==> src/rtl/uart_pkg.sv <==
// -----------------------------------------------------------------------------
// uart_pkg
// Shared types and helpers for the UART path.
//   parity_e   : parity mode encoding (none / odd / even)
//   tx_state_e : transmitter FSM states
//   frame_bits : total serial bits in one frame for a given configuration
// -----------------------------------------------------------------------------
package uart_pkg;

    typedef enum logic [1:0] {
        PAR_NONE = 2'd0,
        PAR_ODD  = 2'd1,
        PAR_EVEN = 2'd2
    } parity_e;

    typedef enum logic [2:0] {
        ST_IDLE,
        ST_START,
        ST_DATA,
        ST_PARITY,
        ST_STOP
    } tx_state_e;

    // Start bit + data bits + optional parity bit + stop bits.
    function automatic int frame_bits(input int data_bits, input int parity, input int stop_bits);
        return 1 + data_bits + ((parity != 0) ? 1 : 0) + stop_bits;
    endfunction

endpackage

==> src/rtl/uart_baud_gen.sv <==
// -----------------------------------------------------------------------------
// uart_baud_gen
// Bit-period timer. Counts 0..CLKS_PER_BIT-1 and wraps; tick marks the last
// cycle of each bit period. restart holds the count at 0 so the next period
// starts cleanly (the receiver will use it to realign on a half-bit).
//   clk     : clock
//   rst     : synchronous active-high reset
//   restart : force count to 0 (suppresses tick)
//   tick    : one-cycle pulse when the count is CLKS_PER_BIT-1
// -----------------------------------------------------------------------------
module uart_baud_gen #(
    parameter int CLKS_PER_BIT = 868
) (
    input  logic clk,
    input  logic rst,
    input  logic restart,
    output logic tick
);

    localparam int               CNT_W = (CLKS_PER_BIT > 2) ? $clog2(CLKS_PER_BIT) : 1;
    localparam logic [CNT_W-1:0] LAST  = CNT_W'(CLKS_PER_BIT - 1);

    logic [CNT_W-1:0] r_cnt;

    // NOTE: sequential state uses nonblocking (<=) so every flop samples the
    // pre-edge values; blocking here would create order-dependent simulation.
    always_ff @(posedge clk) begin
        if (rst || restart) begin
            r_cnt <= '0;
        end else if (r_cnt == LAST) begin
            r_cnt <= '0;
        end else begin
            r_cnt <= r_cnt + CNT_W'(1);
        end
    end

    assign tick = !restart && (r_cnt == LAST);

endmodule

==> src/rtl/uart_tx.sv <==
// -----------------------------------------------------------------------------
// uart_tx
// UART transmitter with a one-word holding buffer. Frame: start (0), data LSB
// first, optional parity, STOP_BITS stop bits (1). The line idles high.
//   clk      : clock
//   rst      : synchronous active-high reset; aborts any frame, drops held word
//   tx_data  : word to send, sampled when tx_valid && tx_ready
//   tx_valid : producer offers tx_data
//   tx_ready : holding buffer empty
//   tx_out   : registered serial output
//   busy     : frame on the line or word held
// -----------------------------------------------------------------------------
module uart_tx
    import uart_pkg::*;
#(
    parameter int CLKS_PER_BIT = 868,
    parameter int DATA_BITS    = 8,
    parameter int PARITY       = 0,
    parameter int STOP_BITS    = 1
) (
    input  logic                 clk,
    input  logic                 rst,
    input  logic [DATA_BITS-1:0] tx_data,
    input  logic                 tx_valid,
    output logic                 tx_ready,
    output logic                 tx_out,
    output logic                 busy
);

    // ---------------- parameter legality ----------------
    if (CLKS_PER_BIT < 2) begin : g_bad_clks
        $error("uart_tx: CLKS_PER_BIT must be >= 2");
    end
    if (DATA_BITS < 5 || DATA_BITS > 9) begin : g_bad_data
        $error("uart_tx: DATA_BITS must be 5..9");
    end
    if (PARITY < 0 || PARITY > 2) begin : g_bad_parity
        $error("uart_tx: PARITY must be 0, 1 or 2");
    end
    if (STOP_BITS < 1 || STOP_BITS > 2) begin : g_bad_stop
        $error("uart_tx: STOP_BITS must be 1 or 2");
    end

    localparam parity_e          PAR_MODE   = parity_e'(PARITY[1:0]);
    localparam bit               HAS_PARITY = (PAR_MODE != PAR_NONE);
    localparam int               IDX_W      = $clog2(DATA_BITS);
    localparam logic [IDX_W-1:0] LAST_DATA  = IDX_W'(DATA_BITS - 1);
    localparam logic [IDX_W-1:0] LAST_STOP  = IDX_W'(STOP_BITS - 1);

    tx_state_e            r_state;
    logic [DATA_BITS-1:0] r_buf;
    logic                 r_buf_full;
    logic [DATA_BITS-1:0] r_shift;
    logic                 r_par_bit;
    logic [IDX_W-1:0]     r_bit_idx;
    logic                 r_tx_out;

    logic w_tick;
    logic w_restart;
    logic w_load_par;
    logic w_line;

    // Counter held at 0 while idle, so START always gets a full bit period.
    // Other state entries coincide with a wrap, which also lands on 0.
    assign w_restart = (r_state == ST_IDLE);

    uart_baud_gen #(
        .CLKS_PER_BIT(CLKS_PER_BIT)
    ) u_baud (
        .clk    (clk),
        .rst    (rst),
        .restart(w_restart),
        .tick   (w_tick)
    );

    // Parity comes from the held word as it enters the shifter, because the
    // shifter copy is destroyed bit by bit during DATA.
    assign w_load_par = (PAR_MODE == PAR_ODD) ? ~^r_buf : ^r_buf;

    // Line level for the current state; registered below into tx_out.
    always_comb begin
        // NOTE: default first so every path assigns w_line and no latch forms.
        w_line = 1'b1;
        case (r_state)
            ST_START:  w_line = 1'b0;
            ST_DATA:   w_line = r_shift[0];
            ST_PARITY: w_line = r_par_bit;
            default:   w_line = 1'b1;
        endcase
    end

    always_ff @(posedge clk) begin
        if (rst) begin
            r_state    <= ST_IDLE;
            r_buf      <= '0;
            r_buf_full <= 1'b0;
            r_shift    <= '0;
            r_par_bit  <= 1'b0;
            r_bit_idx  <= '0;
            r_tx_out   <= 1'b1;
        end else begin
            r_tx_out <= w_line;

            // Accept only into an empty buffer; the load paths below empty it
            // only when it was full, so the two never collide.
            if (tx_valid && !r_buf_full) begin
                r_buf      <= tx_data;
                r_buf_full <= 1'b1;
            end

            case (r_state)
                ST_IDLE: begin
                    if (r_buf_full) begin
                        r_shift    <= r_buf;
                        r_par_bit  <= w_load_par;
                        r_buf_full <= 1'b0;
                        r_state    <= ST_START;
                    end
                end
                ST_START: begin
                    if (w_tick) begin
                        r_bit_idx <= '0;
                        r_state   <= ST_DATA;
                    end
                end
                ST_DATA: begin
                    if (w_tick) begin
                        r_shift <= r_shift >> 1;
                        if (r_bit_idx == LAST_DATA) begin
                            r_bit_idx <= '0;
                            r_state   <= HAS_PARITY ? ST_PARITY : ST_STOP;
                        end else begin
                            r_bit_idx <= r_bit_idx + IDX_W'(1);
                        end
                    end
                end
                ST_PARITY: begin
                    if (w_tick) begin
                        r_bit_idx <= '0;
                        r_state   <= ST_STOP;
                    end
                end
                ST_STOP: begin
                    if (w_tick) begin
                        if (r_bit_idx == LAST_STOP) begin
                            r_bit_idx <= '0;
                            // Chain straight into the next start bit when a
                            // word is waiting: zero idle gap between frames.
                            if (r_buf_full) begin
                                r_shift    <= r_buf;
                                r_par_bit  <= w_load_par;
                                r_buf_full <= 1'b0;
                                r_state    <= ST_START;
                            end else begin
                                r_state <= ST_IDLE;
                            end
                        end else begin
                            r_bit_idx <= r_bit_idx + IDX_W'(1);
                        end
                    end
                end
                default: r_state <= ST_IDLE;
            endcase
        end
    end

    assign tx_out   = r_tx_out;
    assign tx_ready = !r_buf_full;
    assign busy     = r_buf_full || (r_state != ST_IDLE);

endmodule

==> config.mk <==
export PLATFORM = sky130hd
export DESIGN_NAME = uart_tx
export DESIGN_NICKNAME = d
export VERILOG_FILES = /design/src/rtl/uart_pkg.sv /design/src/rtl/uart_baud_gen.sv /design/src/rtl/uart_tx.sv
export SDC_FILE = /design/constraint.sdc
export NUM_CORES = 1
export LEC_CHECK = 0
export ABC_AREA = 1
export CAP_MARGIN = 20
export CORE_ASPECT_RATIO = 0.7
export CORE_UTILIZATION = 50
export DETAILED_ROUTE_END_ITERATION = 12
export PLACE_DENSITY = 0.69
export SYNTH_ARGS = -nofsm -noshare
export SYNTH_HDL_FRONTEND = slang
export SYNTH_SLANG_ARGS = --single-unit
==> constraint.sdc <==
create_clock -name clk -period 1.8 [get_ports clk]
set_input_delay 0.36 -clock clk [delete_from_list [all_inputs] [get_ports clk]]
set_output_delay 0.36 -clock clk [all_outputs]
set_load 0.05 [all_outputs]
======== Yosys cells after proc, flatten, opt, wreduce, memory -nomap -nowiden ========
Cells that the tools add are included.
operators by class
  equality and inequality tests ........... 14
  reductions and logical operators ........ 19
  multiplexer cells ....................... 30
  add/subtract/negate cells ............... 2
operators by type and width
  cell                                                    count
  two-way mux 3 bit                                       12
  two-way mux 8 bit                                       4
  one-hot mux 8 bit (3 select lines)                      1
  one-hot mux 3 bit (5 select lines)                      1
  adder 10 x 1 -> 10 bit (second input constant)          1
  == test 10 bit (second input constant)                  1
  inequality test 2 x 1 -> 1 bit (second input constant)  5
  one-hot mux 3 bit (3 select lines)                      1
  nonzero test 3 bit                                      3
  two-way mux 1 bit                                       8
  AND reduction 4 bit                                     2
  XOR reduction 8 bit                                     1
  AND reduction 7 bit                                     1
  == test 3 x 2 -> 1 bit (second input constant)          2
  == test 3 bit (second input constant)                   2
  zero test 3 bit                                         2
  inequality test 2 bit (second input constant)           3
  one-hot mux 1 bit (2 select lines)                      2
  OR reduction 2 bit                                      2
  adder 3 x 1 -> 3 bit (second input constant)            1
  == test 3 x 1 -> 1 bit (second input constant)          1
  one-hot mux 1 bit (3 select lines)                      1
  AND reduction 3 bit                                     1
  logical AND 1 bit                                       2
  3 further kinds                                         5
storage, ports and cells
  logic and storage cells ................. 73
  output and inout bits ................... 3
  bits of input ports ..................... 11
  bits in registers ....................... 35

======== Logic depth before layout (Yosys ltp) ========
  depth in word-level cells ............... 7
  depth in mapped cells ................... 11
  mapped depth without buffers ............ 11

======== Cells and area by module ========
From an unflattened synthesis, not the netlist that was laid out.
second synthesis, totals
  cell total of the unflattened synthesis .. 287
  area, all modules ....................... 1881.8 um^2
by module, submodules not included
  module         area an instance (um^2)  cells an instance  sequential area each (um^2)  times used
  uart_tx        1391.3                   221                500.5                        1
  uart_baud_gen  490.5                    66                 200.2                        1

======== Least setup slack after synthesis ========
Ideal clock, no wire load.
  path type ............................... register to register
  start point ............................. reg r_buf_full
  end point ............................... reg r_state[1]
  setup slack ............................. 149 ps
  required time ........................... 1687 ps
  path buffers ............................ 0
  data arrival time ....................... 1538 ps
  cell stages (with the launch flop) ...... 9
  setup time .............................. 113 ps
  period minus slack after synthesis ...... 1651 ps
  path through ............................ dfxtp_1 > inv_1 > nand2_1 > o21ai_1 > nor2_1 > nand2_1 > nand2_1 > nand2_1 > nor2_1
between the ends
  word-level cells in the longest chain between the ends .. 2
RTL lines
  element                                 line            RTL
  start: declaration                      uart_tx.sv:52   logic r_buf_full;
  start signal: assignment                uart_tx.sv:96   r_buf_full <= 1'b0;
  start signal: assignment                uart_tx.sv:108  r_buf_full <= 1'b1;
  start signal: assignment                uart_tx.sv:116  r_buf_full <= 1'b0;
  inequality test 2 bit (no source line)  --
  AND reduction 7 bit (no source line)    --
  end signal: assignment                  uart_tx.sv:131  r_state <= HAS_PARITY ? ST_PARITY : ST_STOP;
  end: declaration                        uart_tx.sv:50   tx_state_e r_state;
No other way between the ends.
A chain may end at the register's enable or synchronous reset.

======== Final worst setup path ========
  start point ............................. reg r_state[1]
  end point ............................... out busy
between the ends
  word-level cells in the longest chain between the ends .. 2
RTL lines
  element             line            RTL
  nonzero test 3 bit  uart_tx.sv:169  assign busy = r_buf_full || (r_state != ST_IDLE);
  logical OR 1 bit    uart_tx.sv:169
  end: declaration    uart_tx.sv:27   output logic busy
No other way between the ends.

==> impl_metrics.csv <==
group,metric,value,unit
cells_and_area,drive_gt1_share,16.7,%
drt,final_antenna_net_count,0,
die,die_h,52.8,um
clock_network,ctsHtreeMaxLevel,2,
synth,syn_avg_cell_area,7.18,um^2
synth,synth_seq_cells,35,
clock_network,cts_resized,0,
timing,rsz0062_at_grt,"no",
worst_setup_path,endpoint_kind,"output port",
die,rows,18,
worst_setup_path,cp_max_fo,4,
worst_setup_path,start_kind,"flip-flop",
timing,setup_tns,0,ns
synth,synth-edff-count,0,
clock_network,cts_tree,"yes",
drt,drt_iter0_markers,73,
clock_network,cts_max_path_buffers,2,
drt,vias_per_cell,4.88,
timing,finalMaxSlewViolations,0,
die,fp.dieArea,0.00394,mm^2
run,max_cap_viol_count,0,
clock_network,path_clk_slew,0.07,ns
synth,syn_nets,272,
cells_and_area,nets,291,
clock_network,clock_sinks,35,
power,power,2400,uW
power,powerDensity,1130,mW/mm^2
worst_setup_path,required,1.44,ns
synth,ys_seq_area_share,38.0,%
timing,finalHoldViolCount,0,
die,dieWidth,74.6,um
die,core,0.00354,mm^2
cells_and_area,areaGrowthSynthToFinish,15.3,%
placement,dpl-instance-area,0.00204,mm^2
placement,place.gp.congestion,0.849,
die,ios,14,
global_route,first_global_vias,1352,
clock_network,clk_latency,0.28,ns
drt,drcViolationCount,0,
synth,synth_flop_cell,"dfxtp_1",
outcome,status,"finished, final reports clean",
placement,place_hpwl,2.73,mm
cells_and_area,n_fill_cell,331,
drt,wire_per_inst,11.1,um
global_route,gr-total-overflow,0,
cells_and_area,design_area,0.00213,mm^2
timing,fin_worst_skew,0.00299,ns
drt,wirelength,3.62,mm
power,p_leak,0.000882,uW
synth,ys_types,33,
global_route,grt_pass1_wl,6.07,mm
worst_setup_path,cp_data_arrival_time,1.25,ns
timing,finalSetupViolCount,0,
clock_network,post_cts_buffers,0,
synth,syn_area,0.00185,mm^2
worst_setup_path,path_class,"reg2out",
synth,synthArstFlopShare,0,%
global_route,track_usage,21.0,%
global_route,grt_max_degree,13,
drt,first_pass_iters,4,
synth,ys_warn_count,0,
power,ir_drop,0.610,mV
timing,post-route-min-period,1.61,ns
die,start_util,52.2,%
timing,tightest_slew,0.437,ns
global_route,antenna_found_initial,0,
clock_network,root_buffer,"clkbuf_8",
timing,period_share,89.5,%
clock_network,holdBufCountCts,0,
cells_and_area,final_core_util,60.2,%
min_path,hold_class,"reg2reg",
placement,io_buffers,13,
synth,syn_inst,257,
cells_and_area,n_antenna_cell,0,
drt,vias,1592,
timing,whs,0.463,ns
timing,fmax,621,MHz
clock_network,numCtsBuffers,5,
timing,slew_headroom,70.8,%
-- critical path: stages (launching register included) --
cell and delay [ns]:
dfxtp_1 0.35, inv_2 0.11, nand2_1 0.09, nor2_1 0.13, nand2_1 0.13, buf_12 0.17
-- state kept, by name (all words and copies together), names as in the netlist --
name          flops
tx_out            1
r_buf             8
r_par_bit         1
r_buf_full        1
r_shift           8
u_baud.r_cnt     10
r_bit_idx         3
r_state           3
-- where the power goes --
part	switching, uW	leakage (uW)	internal (uW)
clock network	265	0.0000470	300
registers	92.5	0.000285	870
logic	563	0.000550	306
-- logic make-up (layout without fill, tap and decap cells) --
family,after synthesis,count (layout),share of synthesized area (%)
DFF,35,35,38.0
and+or+nand+nor,146,146,35.5
adders and majority gates,4,4,2.71
xor gates and xnor gates,13,13,6.17
buffers and inverters,25,44,5.83
AOI/OAI and AO/OA,34,34,11.9
-- cells in the final DEF, fill, tap and decap left out, types with 3 or more instances in the layout --
master and count:
clkdlybuf4s50_1 10, a31oi_1 3, a21oi_2 7, xor2_1 8
nand2_1 67, clkbuf_8 6, nor2_1 42, inv_2 5
inv_1 15, xnor2_1 5, nor3_1 3, ha_1 4
nand2_2 10, buf_4 5, a21oi_1 6, dfxtp_1 35
o21ai_0 10, nand3_1 13
-- cell usage after synthesis, types with 2 or more instances --
library cell  count  area share, %
nand2_1          67             14
nor2_1           42            8.5
dfxtp_1          35             38
inv_1            15            3.1
nand3_1          13            3.5
nand2_2          10            3.4
o21ai_0          10            2.7
xor2_1            8            3.8
a21oi_2           7            3.3
a21oi_1           6            1.6
inv_2             5            1.0
xnor2_1           5            2.4
ha_1              4            2.7
a31oi_1           3            1.0
nor3_1            3           0.81
clkbuf_1          2           0.41
nand3_2           2            1.1
nor2_2            2           0.68
nor3b_1           2           0.81
o21ai_1           2           0.54
o21ai_2           2           0.95
-- path summary, 6_finish.rpt --
kind / slack [ns] / endpoint / depth (start not counted) / start
max: 0.19 / busy / 5 / r_state[1]$_SDFFE_PP0P_
min: 0.46 / u_baud.r_cnt[0]$_SDFF_PP0_ / 1 / u_baud.r_cnt[0]$_SDFF_PP0_
max reg2reg: 0.25 / r_shift[4]$_SDFFE_PP0P_ / 8 / r_state[2]$_SDFFE_PP0P_
min reg2reg: 0.46 / u_baud.r_cnt[0]$_SDFF_PP0_ / 1 / u_baud.r_cnt[0]$_SDFF_PP0_
-- final cells by class --
type / count / area [um^2] / area share (%)
clock buffer: 6 / 82.6 / 3.88
multi-input combinational: 197 / 1040 / 48.8
sequential: 35 / 701 / 32.9
tap: 50 / 62.6 / 2.94
clock inverter: 1 / 5.00 / 0.235
inverter: 21 / 81.3 / 3.82
timing repair buffer: 16 / 158 / 7.41
-- through the flow --
step	cells	worst slack, ns
finish	326	0.189
global route	326	0.104
CTS	326	0.197
detailed placement	319	0.281
global placement	319	0.299
floorplan	257	0.149
-- layer usage --
metal | share of wire (%) | track usage (%) | vias up
met5 | 0 | 0 | -
met4 | 0.75 | 8.81 | 0
met3 | 4.6 | 6.15 | 2
met2 | 42 | 30.5 | 34
met1 | 53 | 28.8 | 695
li1 | - | - | 861
Note: power is estimated with default switching activity, not from simulation.
